## src/rtl/fetch_pfq.sv

```systemverilog
// Prefetching fetch stage: owns the fetch PC, keeps one IFU read in flight and buffers DEPTH entries.
// Optional macro FETCH_PFQ_BYPASS_EN presents an error-free response combinationally when the queue is empty.
module fetch_pfq #(
  parameter int unsigned            ADDR_WIDTH  = 32,
  parameter int unsigned            INSTR_WIDTH = 32,
  parameter int unsigned            DEPTH       = 4,
  parameter logic [ADDR_WIDTH-1:0]  RESET_PC    = '0,
  parameter logic [INSTR_WIDTH-1:0] NOP         = '0
) (
  input  logic                   clk,
  input  logic                   nrst,
  input  logic                   i_jump_valid,
  input  logic [ADDR_WIDTH-1:0]  i_jump_addr,
  input  logic                   i_instr_rdy,
  output logic [INSTR_WIDTH-1:0] o_instr,
  output logic [ADDR_WIDTH-1:0]  o_instr_pc,
  output logic                   o_instr_vld,
  output logic                   o_bus_error,
  output logic                   o_addr_error,
  output logic [ADDR_WIDTH-1:0]  o_addr,
  output logic                   o_rd_cmd,
  input  logic                   i_busy,
  input  logic                   i_instr_vld,
  input  logic [INSTR_WIDTH-1:0] i_instr_dat,
  input  logic                   i_err_align,
  input  logic                   i_err_bus
);

  localparam int unsigned PW = $clog2(DEPTH);
  localparam int unsigned CW = PW + 1;
  localparam logic [CW:0]           DEPTH_C = (CW+1)'(DEPTH);
  localparam logic [ADDR_WIDTH-1:0] PC_STEP = ADDR_WIDTH'(INSTR_WIDTH / 8);

  localparam logic [1:0] ST_ISSUE = 2'd0;
  localparam logic [1:0] ST_WAIT  = 2'd1;
  localparam logic [1:0] ST_HALT  = 2'd2;

  logic [1:0]            state_q,    state_d;
  logic [ADDR_WIDTH-1:0] pc_q,       pc_d;
  logic                  drop_q,     drop_d;
  logic [PW-1:0]         rd_ptr_q,   rd_ptr_d;
  logic [PW-1:0]         wr_ptr_q,   wr_ptr_d;
  logic [CW-1:0]         count_q,    count_d;
  logic [ADDR_WIDTH-1:0] addr_q,     addr_d;
  logic                  rd_cmd_q,   rd_cmd_d;
  logic                  bus_err_q,  bus_err_d;
  logic                  addr_err_q, addr_err_d;

  logic [INSTR_WIDTH-1:0] mem_instr_q [DEPTH];
  logic [ADDR_WIDTH-1:0]  mem_pc_q    [DEPTH];

  logic outstanding, rsp_live, rsp_err, rsp_ok, space, issue;
  logic head_vld, bypass, push, pop;

  // A response belongs to the live stream only if it was not marked for dropping and no jump overrides it.
  assign outstanding = (state_q == ST_WAIT) | drop_q;
  assign rsp_live    = (state_q == ST_WAIT) && !drop_q && i_instr_vld && !i_jump_valid;
  assign rsp_err     = i_err_align | i_err_bus;
  assign rsp_ok      = rsp_live && !rsp_err;
  assign space       = ({1'b0, count_q} + (CW+1)'(outstanding)) < DEPTH_C;
  assign issue       = (state_q == ST_ISSUE) && !drop_q && !i_busy && space && !i_jump_valid;
  assign head_vld    = (count_q != '0);
`ifdef FETCH_PFQ_BYPASS_EN
  assign bypass      = rsp_ok && !head_vld && i_instr_rdy;
`else
  assign bypass      = 1'b0;
`endif
  assign push        = rsp_ok && !bypass;
  assign pop         = head_vld && i_instr_rdy && !i_jump_valid;

  always_comb begin
    o_instr_vld = head_vld;
    o_instr     = head_vld ? mem_instr_q[rd_ptr_q] : NOP;
    o_instr_pc  = head_vld ? mem_pc_q[rd_ptr_q] : '0;
`ifdef FETCH_PFQ_BYPASS_EN
    if (!head_vld && rsp_ok) begin
      o_instr_vld = 1'b1;
      o_instr     = i_instr_dat;
      o_instr_pc  = addr_q;
    end
`endif
  end

  always_comb begin
    state_d    = state_q;
    pc_d       = pc_q;
    drop_d     = drop_q;
    rd_ptr_d   = rd_ptr_q;
    wr_ptr_d   = wr_ptr_q;
    count_d    = count_q + CW'(push) - CW'(pop);
    addr_d     = addr_q;
    rd_cmd_d   = 1'b0;
    bus_err_d  = 1'b0;
    addr_err_d = 1'b0;

    if (issue) begin
      addr_d   = pc_q;
      rd_cmd_d = 1'b1;
      pc_d     = pc_q + PC_STEP;
      state_d  = ST_WAIT;
    end

    if (rsp_live) begin
      if (rsp_err) begin
        bus_err_d  = i_err_bus;
        addr_err_d = i_err_align;
        state_d    = ST_HALT;
      end else begin
        state_d = ST_ISSUE;
      end
    end

    if (drop_q && i_instr_vld) drop_d = 1'b0;
    if (push) wr_ptr_d = wr_ptr_q + PW'(1);
    if (pop)  rd_ptr_d = rd_ptr_q + PW'(1);

    // A response arriving in the jump cycle is already gone, so only a still-pending one needs the drop flag.
    if (i_jump_valid) begin
      pc_d     = i_jump_addr;
      state_d  = ST_ISSUE;
      count_d  = '0;
      rd_ptr_d = '0;
      wr_ptr_d = '0;
      drop_d   = outstanding && !i_instr_vld;
    end
  end

  always_ff @(posedge clk or negedge nrst) begin
    if (!nrst) begin
      state_q    <= ST_ISSUE;
      pc_q       <= RESET_PC;
      drop_q     <= 1'b0;
      rd_ptr_q   <= '0;
      wr_ptr_q   <= '0;
      count_q    <= '0;
      addr_q     <= '0;
      rd_cmd_q   <= 1'b0;
      bus_err_q  <= 1'b0;
      addr_err_q <= 1'b0;
    end else begin
      state_q    <= state_d;
      pc_q       <= pc_d;
      drop_q     <= drop_d;
      rd_ptr_q   <= rd_ptr_d;
      wr_ptr_q   <= wr_ptr_d;
      count_q    <= count_d;
      addr_q     <= addr_d;
      rd_cmd_q   <= rd_cmd_d;
      bus_err_q  <= bus_err_d;
      addr_err_q <= addr_err_d;
    end
  end

  always_ff @(posedge clk) begin
    if (push) begin
      mem_instr_q[wr_ptr_q] <= i_instr_dat;
      mem_pc_q[wr_ptr_q]    <= addr_q;
    end
  end

  assign o_addr       = addr_q;
  assign o_rd_cmd     = rd_cmd_q;
  assign o_bus_error  = bus_err_q;
  assign o_addr_error = addr_err_q;

endmodule

```

## config.mk

```make
export PLATFORM = sky130hd
export DESIGN_NAME = fetch_pfq
export DESIGN_NICKNAME = d
export VERILOG_FILES = /design/src/rtl/fetch_pfq.sv
export SDC_FILE = /design/constraint.sdc
export NUM_CORES = 1
export LEC_CHECK = 0
export ABC_AREA = 1
export CAP_MARGIN = 20
export CORE_MARGIN = 3
export CORE_UTILIZATION = 44
export CTS_BUF_LIST = sky130_fd_sc_hd__clkbuf_8 sky130_fd_sc_hd__clkbuf_16
export DETAILED_ROUTE_END_ITERATION = 16
export DONT_BUFFER_PORTS = 1
export SLEW_MARGIN = 15
export SYNTH_ARGS = -nofsm -noshare
export SYNTH_HDL_FRONTEND = slang
export SYNTH_SLANG_ARGS = --single-unit
```

## constraint.sdc

```tcl
create_clock -name clk -period 7.9 [get_ports clk]
set_clock_uncertainty 0.1 [all_clocks]
set_input_delay 1.58 -clock clk [delete_from_list [all_inputs] [get_ports clk]]
set_output_delay 1.58 -clock clk [all_outputs]
set_load 0.01 [all_outputs]
```

==> flow_metrics.tcl <==
set metrics [dict create \
    status "finished clean" \
    n_antenna_cell 0 \
    ir_drop_uv 154 \
    gp_congestion 0.889 \
    num_io_pins 172 \
    crit_slowest_cell "buf_4" \
    stdcell_area_um2 15500 \
    cts_resized 0 \
    post-route-period-util_pct 59.9 \
    die_height_um 185 \
    path_delay_family "buffers and inverters" \
    cts_tree "done" \
    io_buffers 0 \
    post_cts_buffers 0 \
    reg2reg_slack_ns 4.92 \
    power_density_nw_per_um2 316 \
    synth_cells 1353 \
    dpl_cell_area_um2 14400 \
    std_cell_rows 64 \
    yosysTopAreaCell "edfxtp_1" \
    grt_remaining_overflow 0 \
    htreeDepth 2 \
    maxCapViolCount 0 \
    first_pass_iters 5 \
    coreArea_um2 31100 \
    synth_top_area_share_pct 54.5 \
    relSlewSlack_pct 24.2 \
    yosys.cell_types.count 29 \
    endpoint_kind "output port" \
    ys_seq_area_share_pct 68.2 \
    die_w_um 185 \
    hold_buffers 0 \
    clk_pin_slew_ns 0.06 \
    postRouteAntennaNets 0 \
    critPathMaxStageDelay_ns 0.65 \
    hpwlAfterDp_mm 20.1 \
    power_mw 4.91 \
    cp.required_ns 6.22 \
    grt_max_degree 99 \
    whs_path_depth 2 \
    crit_buf_inv 2 \
    cts_root_buf "clkbuf_16" \
    synth_area_per_cell_um2 10.4 \
    grt_pass1_vias 9113 \
    routedWlPerCell_um 19.0 \
    finalSetupViolations 0 \
    cp-startpoint "rd_ptr_q[0]" \
    syn_to_final_growth_pct 10.3 \
    rsz0062_at_grt "no" \
    worstHoldEndpoint "pc_q[0]" \
    worst_r2r_path_depth 12 \
    drcViolationCount 0 \
    crit_chain "clkinv_2, buf_4, o21ai_0, a21oi_1" \
    hp-class "flip-flop to flip-flop" \
    p_leak_nw 5.83 \
    grt_first_pass_wirelength_mm 51.2 \
    hold_violations 0 \
    fin_hold_ws_ns 0.429 \
    syn_nets 1434 \
    critPathLaunchType "flip-flop" \
    finalCriticalPeriod_ns 4.73 \
    fmaxAchievable_mhz 211 \
    reg2reg_to "count_q[2]" \
    start_util_pct 45.4 \
    final_max_slew_viol_count 0 \
    drive_gt1_share_pct 6.46 \
    cp_max_fo 77 \
    crit_arrival_ns 3.05 \
    nets 1416 \
    ys_seq_elements 333 \
    routed-via-count 9297 \
    fin_setup_tns_ns 0 \
    clk_path_buf_depth 3 \
    cts_made_buffers 37 \
    yosys_warnings 0 \
    routed_wl_mm 33.5 \
    synth_area_leaders "edfxtp_1 55%, dfrtp_1 14%, nor2_1 8.2%, nand2_1 6.3%, o21ai_0 5.4%" \
    dieArea_um2 34200 \
    track_usage_pct 19.3 \
    crit_type "flip-flop to output port" \
    rr_startpoint "count_q[1]" \
    antenna_found_initial 0 \
    drt_iter0_markers 619 \
    insertion_delay_ns 0.51 \
    viasPerCell 5.29 \
    netlist_area_um2 14100 \
    cts_sinks 333 \
    tightest_slew_ns 1.14 \
    hp-start "pc_q[0]" \
]
-- cell families (layout without fill, tap and decap cells) --
| kind of cell | count (synthesis) | after routing | share of synthesized area, % |
|---|---|---|---|
| XOR/XNOR | 8 | 8 | 0.497 |
| adder cells (fa/ha/maj) | 9 | 9 | 0.852 |
| AND/OR/NAND/NOR | 621 | 621 | 17.6 |
| AO/OA/AOI/OAI | 245 | 245 | 8.71 |
| flip-flops | 333 | 333 | 68.2 |
| buffers and inverters | 137 | 147 | 4.14 |
-- synthesized netlist by cell type --
cell	instances
a21oi_1	68
buf_1	10
buf_2	35
buf_4	2
buf_6	2
clkbuf_1	18
dfrtp_1	77
edfxtp_1	256
fa_1	1
ha_1	8
inv_1	65
inv_2	4
inv_4	1
nand2_1	236
nand2_2	4
nand3_1	58
nand3_2	1
nand3_4	1
nand4_1	3
nor2_1	307
nor2_2	6
nor2_4	2
nor3_1	1
nor3b_1	1
o21ai_0	151
o21ai_1	25
o22ai_1	1
or2_2	1
xor2_1	8
-- worst reg2reg max path: cells and delay by family, from the launching register on --
kind            cells  cell delay [ns]
simple gates        3             0.42
buf+inv             4             0.92
compound gates      2             0.22
fa+ha+maj           3             0.77
flops               1             0.43
-- per-layer routing --
layer	track usage (%)	vias up	share of wire, %
met5	0	-	0
met4	5.43	0	2.3
met3	5.05	51	7.4
met1	25.5	4452	43
met2	31.8	260	47
li1	-	4534	-
-- registers in the layout, summed over array words and instances (netlist names), 2 cells and up --
name / cells
count_q: 3
mem_instr_q: 128
mem_pc_q: 128
o_addr: 32
pc_q: 32
rd_ptr_q: 2
state_q: 2
wr_ptr_q: 2
-- worst max path at each step --
stage / slack (ns) / to / cells after the start
2_1_floorplan: 2.57 / mem_instr_q[0][0] / 4
3_3_place_gp: 3.75 / o_instr_pc[20] / 4
3_5_place_dp: 3.69 / o_instr_pc[18] / 4
4_1_cts: 3.14 / o_instr_pc[18] / 4
5_1_grt: 2.96 / o_instr_pc[20] / 4
6_report: 3.17 / o_instr_pc[18] / 4
-- layout by cell type (no fill, tap or decap), types with 2 or more instances in the layout --
cell / n
dfrtp_1: 75
nor2_1: 303
clkinv_8: 2
clkinv_1: 10
bufinv_16: 2
nor2_2: 6
nand2_1: 236
a21oi_1: 68
clkbuf_16: 37
o21ai_0: 151
xor2_1: 8
o21ai_1: 25
clkinvlp_4: 2
nand4_1: 3
clkinv_2: 4
nor2_4: 6
edfxtp_1: 256
ha_1: 8
inv_1: 71
nand3_1: 58
clkbuf_8: 3
buf_4: 10
nand2_2: 4
inv_2: 4
-- report_power, final --
| group | leakage [nW] | internal (mW) | switching (mW) | total [mW] |
|---|---|---|---|---|
| sequential | 3.29 | 2.10 | 0.300 | 2.40 |
| clock | 0.589 | 0.949 | 0.668 | 1.62 |
| combinational | 1.96 | 0.226 | 0.664 | 0.891 |
-- final cells by class --
cell class / instances / area, um^2
Fill cell: 2823 / 15500
Multi-Input combinational cell: 883 / 3930
Clock buffer: 40 / 967
Clock inverter: 27 / 195
Tap cell: 396 / 495
Timing Repair Buffer: 10 / 75.1
Sequential cell: 333 / 9620
Inverter: 70 / 267
-- stage by stage --
stage / worst slack (ns) / std cells / util [%]
detailed placement: 3.69 / 1692 / 46.3
global route: 2.96 / 1759 / 50.0
CTS: 3.14 / 1759 / 50.0
floorplan: 2.57 / 1353 / -
finish: 3.17 / 1759 / 50.0
global placement: 3.75 / 1692 / 46.3
Power figures use the tool's default switching activity.
